File: config.mk
export PLATFORM = sky130hd
export DESIGN_NAME = btn_event_in_flat
export DESIGN_NICKNAME = d
export VERILOG_FILES = /design/src/rtl/btn_event_in_if.sv /design/src/rtl/btn_event_in.sv /design/src/flat_wrapper.sv
export SDC_FILE = /design/constraint.sdc
export NUM_CORES = 1
export LEC_CHECK = 0
export BUFFER_PORTS_ARGS = -buffer_cell sky130_fd_sc_hd__buf_2
export CAP_MARGIN = 20
export CELL_PAD_IN_SITES_DETAIL_PLACEMENT = 1
export CELL_PAD_IN_SITES_GLOBAL_PLACEMENT = 1
export CORE_MARGIN = 3
export CORE_UTILIZATION = 45
export DETAILED_ROUTE_END_ITERATION = 8
export PLACE_DENSITY = 0.73
export SLEW_MARGIN = 20
export SYNTH_ARGS = -nofsm -noshare
export SYNTH_HDL_FRONTEND = slang
export SYNTH_SLANG_ARGS = --single-unit
File: constraint.sdc
create_clock -name clk -period 6.4 [get_ports clk]
set_input_delay 0.96 -clock clk [delete_from_list [all_inputs] [get_ports clk]]
set_output_delay 0.96 -clock clk [all_outputs]
set_load 0.01 [all_outputs]
File: src/rtl/btn_event_in_if.sv
// MIO bus slot seen by the button/event input peripheral.
// The CPU side drives strobes and write data; the peripheral returns read data combinationally.
interface btn_event_in_if;
  logic        en;
  logic        we;
  logic        rd;
  logic [1:0]  addr;
  logic [31:0] data_in;
  logic [31:0] data_out;

  modport master (output en, we, rd, addr, data_in, input data_out);
  modport slave  (input en, we, rd, addr, data_in, output data_out);
endinterface

File: src/rtl/btn_event_in.sv
// Button edge event FIFO with timestamps, switch/status readback and control register.
// The CPU drains events by reading the EVENT word; irq flags a non-empty queue while enabled.
module btn_event_in #(
  parameter int DEPTH  = 8,
  parameter int TS_DIV = 1024
) (
  input  logic          clk,
  input  logic          rst,
  btn_event_in_if.slave bus,
  input  logic [3:0]    BTN,
  input  logic [15:0]   SW,
  output logic          irq
);
  localparam int AW = $clog2(DEPTH);
  localparam int PW = (TS_DIV > 1) ? $clog2(TS_DIV) : 1;
  localparam logic [PW-1:0] PRE_LOAD = PW'(TS_DIV - 1);
  localparam logic [AW:0]   FULL     = (AW+1)'(DEPTH);

  logic [31:0]   mem [DEPTH];
  logic [AW-1:0] wr_ptr;
  logic [AW-1:0] rd_ptr;
  logic [AW:0]   count;
  logic          ovf;
  logic          enable;
  logic [14:0]   ts;
  logic [PW-1:0] pre;
  logic [3:0]    btn_s;
  logic [3:0]    btn_q;
  logic [3:0]    rise;
  logic [3:0]    fall;
  logic          push_req;
  logic          pop;
  logic          ctrl_wr;
  logic          clr_fifo;
  logic          push;
  logic          drop;
  logic [31:0]   ev_word;
  logic          unused_din;

  assign unused_din = ^bus.data_in[31:3];

  // btn_s is the sampled button vector, btn_q the same vector one cycle older
  assign rise     = btn_s & ~btn_q;
  assign fall     = ~btn_s & btn_q;
  assign push_req = enable && ((rise | fall) != 4'b0);
  assign pop      = bus.en && bus.rd && !bus.we && (bus.addr == 2'd0) && (count != '0);
  assign ctrl_wr  = bus.en && bus.we && (bus.addr == 2'd2);
  assign clr_fifo = ctrl_wr && bus.data_in[1];
  assign push     = push_req && !clr_fifo && ((count != FULL) || pop);
  assign drop     = push_req && !clr_fifo && (count == FULL) && !pop;
  assign ev_word  = {1'b1, ts, rise, fall, btn_s, 4'b0};

  always_ff @(posedge clk) begin
    btn_s <= BTN;
    if (rst) begin
      btn_q  <= BTN;
      wr_ptr <= '0;
      rd_ptr <= '0;
      count  <= '0;
      ovf    <= 1'b0;
      enable <= 1'b1;
      ts     <= '0;
      pre    <= PRE_LOAD;
      irq    <= 1'b0;
    end else begin
      btn_q <= btn_s;
      irq   <= enable && (count != '0);
      // timestamp prescaler counts down; reaching zero is one tick
      if (pre == '0) begin
        pre <= PRE_LOAD;
        ts  <= ts + 15'd1;
      end else begin
        pre <= pre - PW'(1);
      end
      if (ctrl_wr) enable <= bus.data_in[0];
      if (drop) ovf <= 1'b1;
      else if (ctrl_wr && bus.data_in[2]) ovf <= 1'b0;
      if (clr_fifo) begin
        wr_ptr <= '0;
        rd_ptr <= '0;
        count  <= '0;
      end else begin
        if (push) wr_ptr <= wr_ptr + AW'(1);
        if (pop)  rd_ptr <= rd_ptr + AW'(1);
        count <= count + {{AW{1'b0}}, push} - {{AW{1'b0}}, pop};
      end
    end
  end

  always_ff @(posedge clk) begin
    if (push) mem[wr_ptr] <= ev_word;
  end

  always_comb begin
    bus.data_out = 32'h0;
    case (bus.addr)
      2'd0:    if (count != '0) bus.data_out = mem[rd_ptr];
      2'd1:    bus.data_out = {SW, 7'b0, ovf, 8'(count)};
      2'd2:    bus.data_out = {31'b0, enable};
      default: bus.data_out = {17'b0, ts};
    endcase
  end
endmodule

File: src/flat_wrapper.sv
// flat-port wrapper written by rule: the top's interface ports become plain ports
module btn_event_in_flat 
#(
  parameter int DEPTH  = 8,
  parameter int TS_DIV = 1024
)
  (clk, rst, BTN, SW, irq, bus_en, bus_we, bus_rd, bus_addr, bus_data_in, bus_data_out);
  btn_event_in_if bus_i ();
  input  logic clk;
  input  logic rst;
  input  logic [3:0] BTN;
  input  logic [15:0] SW;
  output logic irq;
  input wire logic [$bits(bus_i.en)-1:0] bus_en;
  input wire logic [$bits(bus_i.we)-1:0] bus_we;
  input wire logic [$bits(bus_i.rd)-1:0] bus_rd;
  input wire logic [$bits(bus_i.addr)-1:0] bus_addr;
  input wire logic [$bits(bus_i.data_in)-1:0] bus_data_in;
  output wire logic [$bits(bus_i.data_out)-1:0] bus_data_out;
  assign bus_i.en = bus_en;
  assign bus_i.we = bus_we;
  assign bus_i.rd = bus_rd;
  assign bus_i.addr = bus_addr;
  assign bus_i.data_in = bus_data_in;
  assign bus_data_out = bus_i.data_out;
  btn_event_in #(.DEPTH(DEPTH), .TS_DIV(TS_DIV)) u_core (.clk(clk), .rst(rst), .bus(bus_i), .BTN(BTN), .SW(SW), .irq(irq));
endmodule
==> metrics.yaml <==
synth_edf_count: 216
h-tree-depth: 1
synthTopCellsByCount: "edfxtp_1 (216), nand2_1 (65), mux2i_1 (59)"
hold_violations: 0
cp-start-kind: "input pin"
critPathKind: "in2out"
powerDensity_nw_per_um2: 359
status: "completed"
path_max_fanout: 26
vias_per_cell: 5.65
synth_compound_area_share_pct: 5.97
nNetsFinal: 854
worst_pin_slew_ns: 0.886
drt_first_pass_iters: 5
die_w_um: 161
finalPower_w: 0.00448
clockRootBuffer: "clkbuf_16"
yosys-top-cells-area: "edfxtp_1 (60%), dfxtp_1 (9.1%), mux4_2 (6.0%)"
syn_inst: 706
die_h_um: 161
yosysTopAreaCellShare_pct: 60.0
drc: 0
finalWeightedCongestion: 0.757
clkLatencyLatePin_ns: 0.52
io_buffers: 62
synth.most_common_cell: "edfxtp_1"
clk_pin_slew_worst_paths_ns: 0.06
final_antenna_net_count: 0
yosysWarnings: 0
routedWlPerCell_um: 23.7
max-slew-margin-rel_pct: 40.8
dp_hpwl_um: 15800
max_freq_ghz: 0.243
grt_max_degree: 56
postPlaceCellArea_um2: 11500
synth_adder_area_share_pct: 2.27
synth_area_leader_cell: "edfxtp_1"
design_area_um2: 12500
regArea_um2: 7470
synth_simple_gate_area_share_pct: 7.36
grt_overflow: 0
rsz0062_at_grt: "false"
drive_above_1_share_pct: 20.4
holdBufCountCts: 0
syn_area_um2: 10800
pin_count: 92
synth_nets: 784
final_core_util_pct: 52.9
post_cts_buffers: 0
ys_types: 46
yosysSeqAreaShare_pct: 69.1
end_kind: "output port"
reg2reg_slack_ns: 3.31
ctsResizeCount: 0
ir_worst_vdd_mv: 0.175
fin_crit_ns: 4.11
area_growth_pct: 15.2
synth-xor-area-share_pct: 1.30
wl_um: 26400
ys_seq_elements: 265
worstHoldPathType: "reg2reg"
cts_buffer_depth: 3
synthArstFlopShare_pct: 0
finalCritPeriodShare_pct: 64.3
arrival_ns: 3.15
cts_tree: "yes"
multi_input_area_um2: 3140
cts_made_buffers: 27
initial_core_util_pct: 45.9
cts.sinks: 265
finalSetupTns_ns: 0
clock_skew_ns: 0.0143
synth_top_family_by_area: "multiplexers"
dieArea_um2: 25900
core_area_um2: 23500
power.leakage_nw: 4.21
via_count: 6294
cp_slowest_stage_delay_ns: 0.55
n_antenna_cell: 0
finalSetupViolCount: 0
muxShareOfSynthArea_pct: 11.7
num_rows: 56
maxCapViolCount: 0
gr-usage-all-layers_pct: 20.6
grt_antenna_before_repair: 0
fill_cells: 2319
cpMostUsedCell: "buf_2"
critPathRequiredTime_ns: 5.44
grt_pass1_vias: 7082
avgSynthCellArea_um2: 15.3
slew_violations: 0
cpMaxStageDelayCell: "a21oi_2"
synth_flop_cell: "edfxtp_1"
path_cells: "buf_2, or2_2, a21oi_2, buf_6, buf_4, o211ai_1, a21oi_1, buf_2"
grt_pass1_wl_um: 40800
drt_iter0_drc: 516
## worst paths after layout
kind                            cells past startpoint            start                end
worst max-delay path                                8      bus_addr[0]   bus_data_out[25]
worst min-delay path                                1    u_core.pre[0]      u_core.pre[0]
worst max register to register                      6  u_core.btn_s[1]  u_core.mem[4][15]
worst min register to register                      1    u_core.pre[0]      u_core.pre[0]
## worst max-delay path: cells and delay by family
kind / cells / cell delay, ns
AOI/OAI and AO/OA: 3 / 0.90
and+or+nand+nor: 1 / 0.38
buffers and inverters: 4 / 0.91
## cells by family after synthesis
logic type / count (synthesis)
compound gates: 97
xor+xnor: 16
fa+ha+maj: 19
buf+inv: 61
flops: 265
mux: 90
simple gates: 158
## registers in the layout, summed over array words and instances, names as in the netlist, named ones only
register,count
u_core.mem,216
u_core.ts,15
u_core.pre,10
u_core.btn_q,4
u_core.btn_s,4
u_core.count,4
u_core.rd_ptr,3
u_core.wr_ptr,3
u_core.enable,1
u_core.irq,1
u_core.ovf,1
## per-layer routing
layer	vias to the layer above	wire length (um)	global-route usage [%]
li1	2861	-	-
met1	3210	10800	25.9
met2	181	13700	37.2
met3	42	1340	3.15
met4	0	540	5.67
met5	-	0	0
## cell usage in the layout (no fill, tap or decap), types with 3 or more instances in the layout
cell	instances
nor2_1	24
nand2_1	65
bufinv_16	5
or4_1	5
edfxtp_1	216
buf_2	62
a22oi_1	26
buf_4	14
nand3b_1	3
xnor2_1	12
clkinv_2	5
and2_1	3
o31ai_1	4
o211ai_1	25
o21ai_0	9
mux2i_1	59
nor4_1	7
nand4_1	4
or3_1	4
xor2_1	4
nand2b_1	5
and4_1	3
clkbuf_16	27
dfxtp_1	48
clkbuf_1	8
mux4_2	29
a21oi_1	25
nand3_1	10
nor2b_1	6
inv_1	23
ha_1	18
## layout make-up
| type | instances | area share (%) |
|---|---|---|
| repair buffers | 79 | 3.71 |
| well taps | 319 | 3.20 |
| inverters | 23 | 0.693 |
| clock buffers | 35 | 5.67 |
| flip-flops and latches | 265 | 60.0 |
| multi-input cells | 380 | 25.2 |
| clock inverters | 13 | 1.53 |
## power by group
| part | switching (W) | total, W | internal, W |
|---|---|---|---|
| Clock | 0.000618 | 0.00159 | 0.000975 |
| Sequential | 0.0000956 | 0.00224 | 0.00214 |
| Combinational | 0.000397 | 0.000646 | 0.000249 |
| Total | 0.00111 | 0.00448 | 0.00337 |
## metrics by stage
stage	hold slack (ns)	instances	setup slack [ns]
final	0.415	1114	2.29
after global placement	0.390	1063	2.10
after global routing	0.443	1114	2.16
after floorplan	0.382	706	0.729
after detailed placement	0.403	1065	2.29
after CTS	0.417	1113	2.10
Note: power is estimated with default switching activity, not from simulation.
